**config.mk**
```make
export PLATFORM = sky130hd
export DESIGN_NAME = ysyx_22040365_idu
export DESIGN_NICKNAME = d
export VERILOG_FILES = /design/src/rtl/ysyx_22040365_idu_pkg.sv /design/src/rtl/ysyx_22040365_idu_dec.sv /design/src/rtl/ysyx_22040365_idu.sv
export SDC_FILE = /design/constraint.sdc
export NUM_CORES = 1
export LEC_CHECK = 0
export CORE_ASPECT_RATIO = 0.6
export CORE_MARGIN = 2
export CORE_UTILIZATION = 40
export DETAILED_ROUTE_END_ITERATION = 10
export RECOVER_POWER = 50
export SLEW_MARGIN = 40
export SYNTH_ARGS = -nofsm -noshare
export SYNTH_HDL_FRONTEND = slang
export SYNTH_HIERARCHICAL = 1
export SYNTH_SLANG_ARGS = --single-unit
```
**constraint.sdc**
```tcl
create_clock -name clk -period 4 [get_ports clk]
set_input_delay 0.8 -clock clk [delete_from_list [all_inputs] [get_ports clk]]
set_output_delay 0.8 -clock clk [all_outputs]
set_load 0.05 [all_outputs]
```
**src/rtl/ysyx_22040365_idu_pkg.sv**
```systemverilog
// Shared decode definitions for the NPC IDU: op-class codes, RV64I major
// opcodes (inst[6:2]), immediate formats and the decoded control bundle.
package ysyx_22040365_idu_pkg;

  localparam int OP_TYPE_W = 4;

  typedef enum logic [OP_TYPE_W-1:0] {
    T_ALU_I   = 4'd0,
    T_ALU_R   = 4'd1,
    T_ALU_IW  = 4'd2,
    T_ALU_RW  = 4'd3,
    T_LOAD    = 4'd4,
    T_STORE   = 4'd5,
    T_BRANCH  = 4'd6,
    T_LUI     = 4'd7,
    T_AUIPC   = 4'd8,
    T_JAL     = 4'd9,
    T_JALR    = 4'd10,
    T_EBREAK  = 4'd11,
    T_ECALL   = 4'd12,
    T_ILLEGAL = 4'd13
  } op_type_e;

  localparam logic [4:0] OPC_LOAD      = 5'b00000;
  localparam logic [4:0] OPC_OP_IMM    = 5'b00100;
  localparam logic [4:0] OPC_AUIPC     = 5'b00101;
  localparam logic [4:0] OPC_OP_IMM_32 = 5'b00110;
  localparam logic [4:0] OPC_STORE     = 5'b01000;
  localparam logic [4:0] OPC_OP        = 5'b01100;
  localparam logic [4:0] OPC_LUI       = 5'b01101;
  localparam logic [4:0] OPC_OP_32     = 5'b01110;
  localparam logic [4:0] OPC_BRANCH    = 5'b11000;
  localparam logic [4:0] OPC_JALR      = 5'b11001;
  localparam logic [4:0] OPC_JAL       = 5'b11011;
  localparam logic [4:0] OPC_SYSTEM    = 5'b11100;

  localparam logic [31:0] INST_ECALL  = 32'h0000_0073;
  localparam logic [31:0] INST_EBREAK = 32'h0010_0073;

  typedef enum logic [2:0] {
    IMM_NONE, IMM_I, IMM_S, IMM_B, IMM_U, IMM_J
  } imm_fmt_e;

  typedef struct packed {
    op_type_e   op_type;
    logic [2:0] func3;
    logic       func7b5;
    logic [4:0] rs1;
    logic [4:0] rs2;
    logic [4:0] rd;
    logic       ren_rs1;
    logic       ren_rs2;
    logic       wen_rd;
    logic       illegal;
  } dec_ctl_t;

endpackage

```
**src/rtl/ysyx_22040365_idu_dec.sv**
```systemverilog
// Combinational RV64I decoder: instruction word -> control bundle + immediate.
// FENCE/CSR encodings have no op class here and therefore decode as illegal.
module ysyx_22040365_idu_dec
  import ysyx_22040365_idu_pkg::*;
#(
  parameter int XLEN = 64,
  parameter bit EN_W = 1'b1
) (
  input  logic [31:0]     inst_i,
  output dec_ctl_t        ctl_o,
  output logic [XLEN-1:0] imm_o
);

  logic [4:0]  opc;
  logic [2:0]  f3;
  logic [6:0]  f7;
  logic        ok;
  logic        shamt_ok;
  op_type_e    cls;
  imm_fmt_e    fmt;
  logic [31:0] imm32;

  assign opc = inst_i[6:2];
  assign f3  = inst_i[14:12];
  assign f7  = inst_i[31:25];

  // 6-bit shamt on RV64 lets inst[25] carry shamt[5]; RV32 must keep it clear
  assign shamt_ok = (inst_i[31:26] == 6'b000000 || inst_i[31:26] == 6'b010000) &&
                    ((XLEN == 64) || !inst_i[25]);

  always_comb begin
    ok  = 1'b0;
    cls = T_ILLEGAL;
    fmt = IMM_NONE;
    if (inst_i[1:0] == 2'b11) begin
      case (opc)
        OPC_LOAD:      begin ok = (f3 != 3'b111);       cls = T_LOAD;   fmt = IMM_I; end
        OPC_STORE:     begin ok = !f3[2];               cls = T_STORE;  fmt = IMM_S; end
        OPC_BRANCH:    begin ok = (f3[2:1] != 2'b01);   cls = T_BRANCH; fmt = IMM_B; end
        OPC_OP_IMM:    begin ok = (f3[1:0] != 2'b01) || shamt_ok; cls = T_ALU_I; fmt = IMM_I; end
        OPC_OP_IMM_32: begin
          ok  = EN_W && ((f3 == 3'b000) ||
                         (f3 == 3'b001 && f7 == 7'h00) ||
                         (f3 == 3'b101 && (f7 == 7'h00 || f7 == 7'h20)));
          cls = T_ALU_IW;
          fmt = IMM_I;
        end
        OPC_OP:        begin
          ok  = (f7 == 7'h00) || (f7 == 7'h20 && (f3 == 3'b000 || f3 == 3'b101));
          cls = T_ALU_R;
        end
        OPC_OP_32:     begin
          ok  = EN_W && (f3 == 3'b000 || f3 == 3'b001 || f3 == 3'b101) &&
                ((f7 == 7'h00) || (f7 == 7'h20 && f3 != 3'b001));
          cls = T_ALU_RW;
        end
        OPC_LUI:       begin ok = 1'b1; cls = T_LUI;   fmt = IMM_U; end
        OPC_AUIPC:     begin ok = 1'b1; cls = T_AUIPC; fmt = IMM_U; end
        OPC_JAL:       begin ok = 1'b1; cls = T_JAL;   fmt = IMM_J; end
        OPC_JALR:      begin ok = (f3 == 3'b000); cls = T_JALR; fmt = IMM_I; end
        OPC_SYSTEM:    begin
          if (inst_i == INST_EBREAK) begin
            ok  = 1'b1;
            cls = T_EBREAK;
          end else if (inst_i == INST_ECALL) begin
            ok  = 1'b1;
            cls = T_ECALL;
          end
        end
        default: ;
      endcase
    end
    if (!ok) begin
      cls = T_ILLEGAL;
      fmt = IMM_NONE;
    end
  end

  always_comb begin
    imm32 = 32'd0;
    case (fmt)
      IMM_I: imm32 = {{20{inst_i[31]}}, inst_i[31:20]};
      IMM_S: imm32 = {{20{inst_i[31]}}, inst_i[31:25], inst_i[11:7]};
      IMM_B: imm32 = {{19{inst_i[31]}}, inst_i[31], inst_i[7], inst_i[30:25], inst_i[11:8], 1'b0};
      IMM_U: imm32 = {inst_i[31:12], 12'd0};
      IMM_J: imm32 = {{11{inst_i[31]}}, inst_i[31], inst_i[19:12], inst_i[20], inst_i[30:21], 1'b0};
      default: imm32 = 32'd0;
    endcase
  end

  assign imm_o = XLEN'($signed(imm32));

  always_comb begin
    ctl_o         = '0;
    ctl_o.op_type = cls;
    ctl_o.func3   = f3;
    ctl_o.func7b5 = inst_i[30];
    ctl_o.rs1     = inst_i[19:15];
    ctl_o.rs2     = inst_i[24:20];
    ctl_o.rd      = inst_i[11:7];
    ctl_o.illegal = (cls == T_ILLEGAL);
    ctl_o.ren_rs1 = !(cls inside {T_LUI, T_AUIPC, T_JAL, T_EBREAK, T_ECALL, T_ILLEGAL});
    ctl_o.ren_rs2 = (cls inside {T_ALU_R, T_ALU_RW, T_STORE, T_BRANCH});
    ctl_o.wen_rd  = !(cls inside {T_STORE, T_BRANCH, T_EBREAK, T_ECALL, T_ILLEGAL}) &&
                    (inst_i[11:7] != 5'd0);
  end

endmodule

```
**src/rtl/ysyx_22040365_idu.sv**
```systemverilog
// Pipelined IDU: decodes in_inst and registers the bundle into an output
// register backed by a one-entry skid so EXU stalls never cost throughput.
module ysyx_22040365_idu
  import ysyx_22040365_idu_pkg::*;
#(
  parameter int XLEN   = 64,
  parameter bit EN_W   = 1'b1,
  parameter int TYPE_W = OP_TYPE_W
) (
  input  logic              clk,
  input  logic              rst_n,
  input  logic              flush,
  input  logic              in_valid,
  output logic              in_ready,
  input  logic [31:0]       in_inst,
  input  logic [XLEN-1:0]   in_pc,
  output logic              out_valid,
  input  logic              out_ready,
  output logic [XLEN-1:0]   out_pc,
  output logic [TYPE_W-1:0] out_type,
  output logic [2:0]        out_func3,
  output logic              out_func7b5,
  output logic [4:0]        out_rs1,
  output logic [4:0]        out_rs2,
  output logic [4:0]        out_rd,
  output logic [XLEN-1:0]   out_imm,
  output logic              out_ren_rs1,
  output logic              out_ren_rs2,
  output logic              out_wen_rd,
  output logic              out_illegal
);

  dec_ctl_t        dec_ctl;
  logic [XLEN-1:0] dec_imm;

  ysyx_22040365_idu_dec #(.XLEN(XLEN), .EN_W(EN_W)) u_dec (
    .inst_i (in_inst),
    .ctl_o  (dec_ctl),
    .imm_o  (dec_imm)
  );

  logic            out_vld_q, out_vld_d;
  dec_ctl_t        out_ctl_q, out_ctl_d;
  logic [XLEN-1:0] out_imm_q, out_imm_d;
  logic [XLEN-1:0] out_pc_q,  out_pc_d;
  logic            skid_vld_q, skid_vld_d;
  dec_ctl_t        skid_ctl_q, skid_ctl_d;
  logic [XLEN-1:0] skid_imm_q, skid_imm_d;
  logic [XLEN-1:0] skid_pc_q,  skid_pc_d;
  logic            accept;

  // depends only on registered state and reset, never on out_ready
  assign in_ready = rst_n & ~skid_vld_q;
  assign accept   = in_valid & in_ready;

  always_comb begin
    out_vld_d  = out_vld_q;
    out_ctl_d  = out_ctl_q;
    out_imm_d  = out_imm_q;
    out_pc_d   = out_pc_q;
    skid_vld_d = skid_vld_q;
    skid_ctl_d = skid_ctl_q;
    skid_imm_d = skid_imm_q;
    skid_pc_d  = skid_pc_q;
    if (flush) begin
      out_vld_d  = 1'b0;
      skid_vld_d = 1'b0;
    end else if (skid_vld_q) begin
      // skid full implies output full and no accept this cycle
      if (out_ready) begin
        out_ctl_d  = skid_ctl_q;
        out_imm_d  = skid_imm_q;
        out_pc_d   = skid_pc_q;
        skid_vld_d = 1'b0;
      end
    end else if (accept && (!out_vld_q || out_ready)) begin
      out_vld_d = 1'b1;
      out_ctl_d = dec_ctl;
      out_imm_d = dec_imm;
      out_pc_d  = in_pc;
    end else if (accept) begin
      skid_vld_d = 1'b1;
      skid_ctl_d = dec_ctl;
      skid_imm_d = dec_imm;
      skid_pc_d  = in_pc;
    end else if (out_vld_q && out_ready) begin
      out_vld_d = 1'b0;
    end
  end

  always_ff @(posedge clk) begin
    if (!rst_n) begin
      out_vld_q  <= 1'b0;
      out_ctl_q  <= '0;
      out_imm_q  <= '0;
      out_pc_q   <= '0;
      skid_vld_q <= 1'b0;
      skid_ctl_q <= '0;
      skid_imm_q <= '0;
      skid_pc_q  <= '0;
    end else begin
      out_vld_q  <= out_vld_d;
      out_ctl_q  <= out_ctl_d;
      out_imm_q  <= out_imm_d;
      out_pc_q   <= out_pc_d;
      skid_vld_q <= skid_vld_d;
      skid_ctl_q <= skid_ctl_d;
      skid_imm_q <= skid_imm_d;
      skid_pc_q  <= skid_pc_d;
    end
  end

  assign out_valid   = out_vld_q;
  assign out_pc      = out_pc_q;
  assign out_type    = TYPE_W'(out_ctl_q.op_type);
  assign out_func3   = out_ctl_q.func3;
  assign out_func7b5 = out_ctl_q.func7b5;
  assign out_rs1     = out_ctl_q.rs1;
  assign out_rs2     = out_ctl_q.rs2;
  assign out_rd      = out_ctl_q.rd;
  assign out_imm     = out_imm_q;
  assign out_ren_rs1 = out_ctl_q.ren_rs1;
  assign out_ren_rs2 = out_ctl_q.ren_rs2;
  assign out_wen_rd  = out_ctl_q.wen_rd;
  assign out_illegal = out_ctl_q.illegal;

endmodule

```
=== After elaboration in Yosys (flattened, before gate mapping) ===
Index checks and enable logic that the tools add are counted.

* Register bits: 280
* Latch bits: 0
* Bits in writable memories: 0
* ROM bits: 0
* Memories kept: 0

* $add $sub $neg: 0
* $mul: 0
* Divide/modulo/power cells: 0
* $lt $le $gt $ge: 0
* Equal/unequal tests: 39
* Shifts and indexed selects: 0
* Mux-type cells: 29
* Bitwise gates (word level): 6
* Reduce and logical (&&, ||, !) cells: 40

{| class="wikitable"
|+ Operators with widths
! kind !! number
|-
| $mux W64 || 6
|-
| $pmux W32 S5 || 1
|-
| $mux W27 || 3
|-
| $pmux W4 S12 || 1
|-
| $eq A32 B21 Y1 const B || 1
|-
| $eq A32 B7 Y1 const B || 1
|-
| $eq A4 B4 Y1 const B || 5
|-
| $eq A5 B4 Y1 const B || 4
|-
| $eq A5 B5 Y1 const B || 4
|-
| $eq A5 B3 Y1 const B || 3
|-
| $pmux W3 S5 || 1
|-
| $eq A4 B3 Y1 const B || 3
|-
| $mux W4 || 3
|-
| $logic_or A1 B1 Y1 || 11
|-
| $mux W1 || 11
|-
| $pmux W1 S10 || 1
|-
| $reduce_bool A5 Y1 || 2
|-
| $eq A3 B3 Y1 const B || 3
|-
| $logic_and A1 B1 Y1 || 8
|-
| $eq A7 B6 Y1 const B || 1
|-
| $logic_not A7 Y1 || 1
|-
| $eq A3 B1 Y1 const B || 2
|-
| $eq A3 B2 Y1 const B || 2
|-
| $eq A6 B5 Y1 const B || 1
|-
| 22 further kinds || 35
|}

=== Depth between registers and ports, before layout ===
Gate-level depths: netlist of run 1.

* Depth after elaboration: 13
* Depth in mapped cells: 12
* Depth with buffers taken out: 9

=== By module ===
Netlist of run 1, hierarchy kept.

{| class="wikitable"
|+ By module, submodules not included
! module !! instances !! cells each !! area an instance (sq um) !! sequential area each (sq um)
|-
| ysyx_22040365_idu || 1 || 1430 || 13884.6 || 6246.0
|-
| ysyx_22040365_idu_dec || 1 || 199 || 1337.5 || 0.0
|}

=== Least setup slack after synthesis of run 1 ===
No wires, ideal clock.

* Path kind: in2reg
* From: in in_inst[27]
* To: reg out_imm_q[57], in the netlist out_imm[57]
* Setup time: 0.059 ns
* Data arrival time: 3.423 ns
* Setup slack: 0.518 ns
* Cell stages on the path: 11
* Path buffers: 2
* Path through: or4_1 > nor3_2 > a21oi_1 > o311a_4 > a21oi_2 > buf_2 > a21o_1 > buf_4 > mux2i_1 > nand2_1 > o221a_2

* Longest elaborated chain between the ends: 11
* Elaborated cells on any way between the ends: 31
* Classes of those cells: eq/ne (9); mux (8); reduce/logical (14)

{| class="wikitable"
|+ Ends and longest elaborated chain
! element !! line !! text
|-
| from (decl) || ysyx_22040365_idu.sv:15 || <nowiki>input logic [31:0] in_inst,</nowiki>
|-
| branches (longest 4 deep; another with $eq A32 B7 Y1) || -- ||
|-
| $pmux W1 S10 * || ysyx_22040365_idu_dec.sv:36 || <nowiki>case (opc)</nowiki>
|-
| $mux W1 * || ysyx_22040365_idu_dec.sv:35 || <nowiki>if (inst_i[1:0] == 2'b11) begin</nowiki>
|-
| $mux W3 * || ysyx_22040365_idu_dec.sv:73 || <nowiki>if (!ok) begin</nowiki>
|-
| $eq A3 B3 Y1 (tied with other cells) || ysyx_22040365_idu_dec.sv:81 || <nowiki>case (fmt)</nowiki>
|-
| $pmux W32 S5 * || ysyx_22040365_idu_dec.sv:81 ||
|-
| named net dec_imm[31] || ysyx_22040365_idu.sv:34 || <nowiki>logic [XLEN-1:0] dec_imm;</nowiki>
|-
| $mux W64 * || ysyx_22040365_idu.sv:76 || <nowiki>end else if (accept && (!out_vld_q || out_ready)) begin</nowiki>
|-
| $mux W64 * || ysyx_22040365_idu.sv:68 || <nowiki>end else if (skid_vld_q) begin</nowiki>
|-
| to (signal assigned) || ysyx_22040365_idu.sv:104 || <nowiki>out_imm_q <= out_imm_d;</nowiki>
|-
| to (decl) || ysyx_22040365_idu.sv:44 || <nowiki>logic [XLEN-1:0] out_imm_q, out_imm_d;</nowiki>
|}

Mark *: on every way through the listed nets, which the timed path passes. The select of a mux whose other input is x is not followed.
A chain may end at the register's enable or synchronous reset.

=== Worst setup path in the final report of run 1 ===
* From: reg skid_vld_q
* To: reg out_imm_q[11], in the netlist out_imm[11]

* Longest elaborated chain between the ends: 6
* Elaborated cells on any way between the ends: 8
* Classes of those cells: eq/ne (1); mux (1); bitwise (3); reduce/logical (3)

{| class="wikitable"
|+ Ends and longest elaborated chain
! element !! line !! text
|-
| from (decl) || ysyx_22040365_idu.sv:46 || <nowiki>logic skid_vld_q, skid_vld_d;</nowiki>
|-
| from (signal assigned) || ysyx_22040365_idu.sv:106 || <nowiki>skid_vld_q <= skid_vld_d;</nowiki>
|-
| $not A1 Y1 (no source line) || -- ||
|-
| $and A1 B1 Y1 || ysyx_22040365_idu.sv:53 || <nowiki>assign in_ready = rst_n & ~skid_vld_q;</nowiki>
|-
| $and A1 B1 Y1 || ysyx_22040365_idu.sv:54 || <nowiki>assign accept = in_valid & in_ready;</nowiki>
|-
| $logic_and A1 B1 Y1 || ysyx_22040365_idu.sv:76 ||
|-
| $reduce_bool A2 Y1 (no source line) || -- ||
|-
| $reduce_and A3 Y1 (no source line) || -- ||
|}

Several ways; a longest one is shown, not always the timed one.

==> results.txt, run 1 <==
----------------------------------------------------
[Logic synthesis]
  Library cell with the highest instance count after synthesis ... dfxtp_1
  Count of flip-flops with a built-in enable after synthesis ... 0
  Ys flop type ... dfxtp_1
  Area contributors post-synth ... dfxtp_1, o221a_2, mux2i_1
  Cell area after technology mapping ... roughly 0.015 mm^2
  Post-synthesis cell type count ... 54
  Area share of the largest cell type after synthesis ... about two fifths
  Warnings from Yosys ... 6
  Async SR Flop Fraction ... 0%
  Top cell type by total area after synthesis ... dfxtp_1
  Net count of the mapped netlist ... roughly 1,700
  FF+latch count, synth ... 312
  Top cell types by occurrence after synthesis ... dfxtp_1, nand2_1, nand3_1
  Sequential cell area fraction in the yosys report ... 41.0%
  Average size of a mapped cell ... just over 9 um^2
  Post-synthesis instance total ... 1,629

[Routing]
  Vias post-DR ... between 10,000 and 15,000
  Via-to-Cell Ratio ... 5.76
  Drt total wl ... 49.4 mm
  Wire length per cell after detailed routing ... 21.7 um
  Router iterations before antenna repair ... 5
  Violation count after the first detailed-routing iteration ... roughly 1,000
  Post-route antenna net violation count ... 0
  Post-route DRC violation count ... 0

[Layout]
  Storage cell area ... roughly 0.0062 mm^2
  Post-synthesis to final-layout area growth ... 22.8%
  Area of combinational cells with multiple inputs ... roughly 0.0076 mm^2
  Number of filler instances in the final layout ... 3,472
  Total Nets Final ... 1,839
  Share of cells above drive strength 1 ... 15.6%
  Layout Cell Area excl Fill ... 0.0187 mm^2

[Clock network]
  Total clock buffers created by CTS ... 31
  Clock Sink Count ... about 310
  TritonCTS clock tree ... done
  Number of instances resized during post-cts repair ... 0
  Setup repair bufs after CTS ... 0
  Clock root buffer ... clkbuf_16
  Skew-Pair Late Insertion Delay ... 0.58 ns
  Clock Path Buffers ... 3
  CTS H-Tree Depth ... 1
  Worst-path clk slew ... 0.07 ns
  Hold-fix buffer count after cts ... 0

[Floorplanning]
  Number of primary I/O pins ... 258
  Placeable core area ... approximately 0.038 mm^2
  Die area ... roughly 0.040 mm^2
  Initial Utilization ... 40.5%
  Die Wd ... approximately 260 um
  Number of placement rows ... 55
  Die Y ... 155 um

[Critical path]
  Worst setup SP type ... flip-flop
  Peak per-stage delay on the critical path ... ~1.1 ns
  Length in cells of the worst reg-to-reg path ... 5
  Type of the worst setup path ... reg2reg
  R2r startpoint ... skid_vld_q
  Crit-path cells ... clkbuf_2 > a21oi_1 > nor3_4 > buf_4 > o221a_2
  Highest fanout seen on the critical path ... between 50 and 60
  Element type at the critical path end ... flip-flop
  Arrival time worst endpoint ... about 4 ns
  Reg-to-reg endpoint ... out_imm[11]
  Slowest library cell on the worst path ... clkbuf_2
  Worst reg2reg setup slack ... 0.45 ns
  Required time reported for the critical path endpoint ... 4.51 ns

[STA]
  Slew margin rel. ... 11.8%
  Setup TNS ... 0 ns
  Measured slew at the worst slew-check pin ... 1.32 ns
  Post-route clock period utilization ... 88.8%
  Setup repair after global routing missed its margin ... false
  Fin. max-slew vios ... 0
  Worst clock skew on the final layout ... roughly 0.015 ns
  Max Fclk ... 282 MHz
  Endpoints failing setup ... 0
  Min cycle time layout ... approximately 3.6 ns
  Final hold vios ... 0

[Global routing]
  Maximum number of pins on one net before global-route repair ... 118
  Total Routing Usage GR ... 24.0%
  Global-route wire length before repair ... 76.4 mm
  Antenna violations before repair ... 2
  GRT Residual Overflow ... 0
  Number of global-route vias before repair ... 12,240

[Flow run]
  Total of max-cap violations ... 0

[Worst hold path]
  Terminating pin of the worst hold path ... skid_pc_q[60]
  Worst hold path depth ... 2
  HP Class ... reg2reg
  Worst hold path startpoint ... skid_pc_q[60]

[Placement]
  Total cell area at the placement stage ... 0.0177 mm^2
  Detailed placer's ending HPWL ... 29.9 mm
  Final weighted congestion in routability-driven placement ... approximately 0.89
  Port Buffers ... 257

[Status]
  Result of the run ... completed

[Power]
  Pwr per Cell Area ... 395 mW/mm^2
  Peak supply drop ... 266 uV
  Leakage Power ... 7.19 nW

----------------------------------------------------
==> cell families after synthesis <==
group | after synthesis | synth area share (%)
buffers and inverters | 238 | 9.08
AO/OA/AOI/OAI | 527 | 27.3
multiplexers | 155 | 10.2
flip-flops | 312 | 41.0
AND/OR/NAND/NOR | 397 | 12.4
==> worst max-delay path, delay by kind of cell, from the launching register on <==
kind,cells,cell delay [ns]
AOI/OAI and AO/OA,2,0.51
DFF,1,0.98
and+or+nand+nor,1,0.26
buffers and inverters,2,1.69
==> power by group <==
part	total (mW)	switching (mW)	internal, mW
clock	3.04	1.26	1.78
sequential	3.25	0.0522	3.19
combinational	1.10	0.699	0.402
==> how the worst max path moves through the flow <==
| stage | from | endpoint | slack, ns | depth (start not counted) |
|---|---|---|---|---|
| floorplan | in_inst[27] | out_imm[57] | 0.52 | 11 |
| global placement | in_inst[2] | out_imm[3] | 0.17 | 11 |
| detailed placement | in_inst[9] | out_imm[3] | 0.17 | 11 |
| finish | skid_vld_q | out_imm[11] | 0.45 | 5 |
| CTS | in_inst[9] | out_imm[3] | 0.77 | 11 |
| global route | skid_vld_q | out_imm[11] | 0.27 | 5 |
==> metrics by stage <==
step	hold WS (ns)	cells	power, mW	util (%)	worst slack (ns)
finish	0.469	2270	7.39	49.8	0.450
global route	0.489	2270	7.66	49.8	0.269
CTS	0.473	2267	7.48	49.7	0.766
detailed placement	0.464	2216	4.44	47.0	0.166
global placement	0.458	2214	4.43	46.9	0.169
floorplan	0.452	1629	4.01	-	0.518
==> layer usage <==
metal  up-vias  GRT usage [%]  routed length, um
met1      6490           36.1              24500
met5         -              0                 13
li1       6168              -                  -
met3        61           4.86               2810
met4         2           4.85                980
met2       356           35.2              21000
==> layout by cell type, fill, tap and decap left out, types with 2 or more instances in the layout <==
| master | Yosys | layout |
|---|---|---|
| a21boi_0 | 37 | 66 |
| a21boi_1 | 126 | 97 |
| a21o_1 | 21 | 20 |
| a21oi_1 | 9 | 9 |
| a21oi_2 | 2 | 2 |
| and2_1 | 2 | 2 |
| and3_1 | 7 | 7 |
| buf_12 | 0 | 12 |
| buf_4 | 66 | 36 |
| bufinv_16 | 0 | 5 |
| clkbuf_1 | 57 | 5 |
| clkbuf_16 | 0 | 31 |
| clkbuf_2 | 0 | 4 |
| clkbuf_8 | 0 | 4 |
| clkdlybuf4s50_1 | 0 | 143 |
| clkinv_2 | 0 | 7 |
| dfxtp_1 | 312 | 312 |
| dlygate4sd3_1 | 0 | 113 |
| inv_1 | 2 | 2 |
| mux2i_1 | 155 | 155 |
| nand2_1 | 169 | 169 |
| nand2b_1 | 7 | 7 |
| nand3_1 | 163 | 163 |
| nand3b_1 | 3 | 3 |
| nand4_1 | 2 | 2 |
| nor2_1 | 9 | 9 |
| nor2b_1 | 8 | 8 |
| nor3_1 | 3 | 3 |
| nor3b_2 | 2 | 3 |
| nor4_1 | 5 | 5 |
| o21ai_0 | 153 | 153 |
| o21ai_1 | 7 | 7 |
| o221a_2 | 156 | 156 |
| o31ai_1 | 2 | 2 |
| or4_1 | 4 | 4 |
==> cell type report <==
type / count / share of cell area [%]
multi-input combinational: 1079 / 40.7
sequential: 312 / 33.4
timing repair buffer: 312 / 16.9
clock buffer: 39 / 4.47
tap: 513 / 3.43
clock inverter: 12 / 0.990
inverter: 2 / 0.0401
antenna: 1 / 0.0134
==> sequential cells by signal, indices dropped and copies added, names as in the netlist, 4 cells and up <==
name	flops
skid_pc_q	64
out_imm	64
skid_ctl_q	27
out_type	4
out_rs1	5
out_rs2	5
skid_imm_q	64
out_rd	5
out_pc	64
(Power assumes the default switching activity.)
==> inputs of run 2 (changes only) <==
Settings changed: REMOVE_ABC_BUFFERS set to 1, SKIP_LAST_GASP set to 1.
==> results.txt, run 2 (synthesis gave the netlist of run 1 again) <==
----------------------------------------------------
[Placement]
  Total cell area at the placement stage ... between 0.015 and 0.02 mm^2
  Port Buffers ... 257
  Cell total after placement ... 2,208
  Final weighted congestion in routability-driven placement ... around 0.83
  Detailed placer's ending HPWL ... 27.2 mm

[Critical path]
  Worst reg2reg setup slack ... approximately 0.93 ns
  Type of the worst setup path ... in2reg
  Kind of cell with the highest combined delay on the critical path ... simple AND/OR/NAND/NOR gates
  Highest fanout seen on the critical path ... 23
  R2r startpoint ... skid_vld_q
  Logic depth of the worst path, buffers included ... 5
  Peak per-stage delay on the critical path ... 1.43 ns
  Arrival time worst endpoint ... 3.85 ns
  Reg-to-reg endpoint ... out_imm[43]
  Worst setup SP type ... primary input
  Origin of the worst setup path ... out_ready
  Bufs and invs on worst path ... 2
  Required time reported for the critical path endpoint ... 4.51 ns
  Crit-path cells ... dlygate4sd3_1 > o21ba_2 > nor3_1 > buf_4 > o221a_2
  Length in cells of the worst reg-to-reg path ... 4
  Slowest library cell on the worst path ... nor3_1
  Element type at the critical path end ... flip-flop

[Floorplanning]
  Die Wd ... 256 um
  Initial Utilization ... between 40% and 50%
  Number of placement rows ... 55
  Number of primary I/O pins ... about 260
  Die Y ... about 160 um
  Die area ... 0.0397 mm^2
  Placeable core area ... 0.0376 mm^2

[STA]
  Max Fclk ... roughly 300 MHz
  Fin. max-slew vios ... ~160
  Endpoints failing setup ... 0
  Slew margin rel. ... -26.1%
  Final hold vios ... 0
  Setup repair after global routing missed its margin ... false
  Measured slew at the worst slew-check pin ... roughly 1.9 ns
  Worst clock skew on the final layout ... between 0.009 and 0.01 ns
  Worst hold-check slack ... 0.471 ns
  Post-route clock period utilization ... 83.5%
  Min cycle time layout ... between 3 and 4 ns

[Routing]
  Vias post-DR ... roughly 13,000
  Post-route DRC violation count ... 0
  Router iterations before antenna repair ... 6
  Post-route antenna net violation count ... 0
  Drt total wl ... 46.5 mm
  Violation count after the first detailed-routing iteration ... ~1,100
  Wire length per cell after detailed routing ... between 20 and 25 um
  Via-to-Cell Ratio ... 5.75

[Layout]
  Number of non-filler instances in the completed layout ... 2,268
  Leading cell type in the layout, fill and taps excluded ... dfxtp_1
  Layout Cell Area excl Fill ... 0.0186 mm^2
  Utilization after layout ... 49.4%
  Share of cells above drive strength 1 ... ~15%
  Total Nets Final ... 1,829
  Post-synthesis to final-layout area growth ... 21.9%
  Most frequent cells in the layout ... dfxtp_1, nand2_1, nand3_1

[Global routing]
  Antenna violations before repair ... 5
  Maximum number of pins on one net before global-route repair ... 156
  GRT Residual Overflow ... 0
  Number of global-route vias before repair ... between 10,000 and 15,000
  Total Routing Usage GR ... 22.5%
  Global-route wire length before repair ... 73.0 mm

[Clock network]
  TritonCTS clock tree ... done
  Total clock buffers created by CTS ... 31
  CTS H-Tree Depth ... 1
  Number of instances resized during post-cts repair ... 0
  Worst-path clk slew ... 0.06 ns
  Hold-fix buffer count after cts ... 0
  Skew-Pair Late Insertion Delay ... 0.57 ns
  Setup repair bufs after CTS ... 0
  Clock Sink Count ... 312
  Clock Path Buffers ... 3
  Clock root buffer ... clkbuf_16

[Worst hold path]
  Worst hold path startpoint ... skid_pc_q[20]
  Terminating pin of the worst hold path ... skid_pc_q[20]
  Worst hold path depth ... 2
  HP Class ... reg2reg

[Status]
  Violated checks ... capacitance limit, slew limit
  Result of the run ... complete, but fails checks

[Flow run]
  Total of max-cap violations ... 2

[Power]
  Final Power ... between 7 and 8 mW
  Pwr per Cell Area ... ~390 mW/mm^2
  Peak supply drop ... approximately 320 uV
  Leakage Power ... 7.15 nW

----------------------------------------------------
## run 2: how the worst max path moves through the flow
stage / endpoint
4_1_cts: out_type[3]
6_report: out_imm[43]
5_1_grt: out_imm[43]
2_1_floorplan: out_func3[0]
3_3_place_gp: out_type[3]
3_5_place_dp: out_type[3]
## run 2: through the flow
| stage | TNS, ns | setup slack [ns] |
|---|---|---|
| after detailed placement | 0 | 0.290 |
| after global placement | 0 | 0.319 |
| after global routing | 0 | 0.520 |
| final | 0 | 0.660 |
| after CTS | 0 | 0.871 |
| after floorplan | -2349.90 | -9.49 |
## run 2: per-layer routing
metal / vias up / global-route usage, % / part of all wire [%]
li1: 6149 / - / -
met2: 390 / 33.8 / 42
met3: 55 / 4.56 / 6.3
met4: 2 / 5.29 / 2.2
met5: - / 0 / 0.028
met1: 6449 / 32.9 / 49
## run 2: worst register-to-register path: cells and delay by family, from the launching register on
family / cells / cell delay, ns
simple gates: 1 / 1.43
flops: 1 / 0.71
buf+inv: 1 / 0.50
compound gates: 2 / 0.37
## run 2: area by class of cell
| cell class | count | area (um^2) |
|---|---|---|
| Antenna cell | 4 | 10.0 |
| Timing Repair Buffer | 302 | 3070 |
| Tap cell | 513 | 642 |
| Inverter | 2 | 7.51 |
| Clock inverter | 8 | 42.5 |
| Sequential cell | 312 | 6250 |
| Multi-Input combinational cell | 1079 | 7610 |
| Fill cell | 3492 | 19000 |
| Clock buffer | 48 | 930 |
## run 2: where the power goes
group / total, mW / leakage, nW / switching (mW) / internal (mW)
logic: 1.07 / 4.14 / 0.676 / 0.395
registers: 3.25 / 2.53 / 0.0566 / 3.19
clock network: 2.86 / 0.484 / 1.27 / 1.59
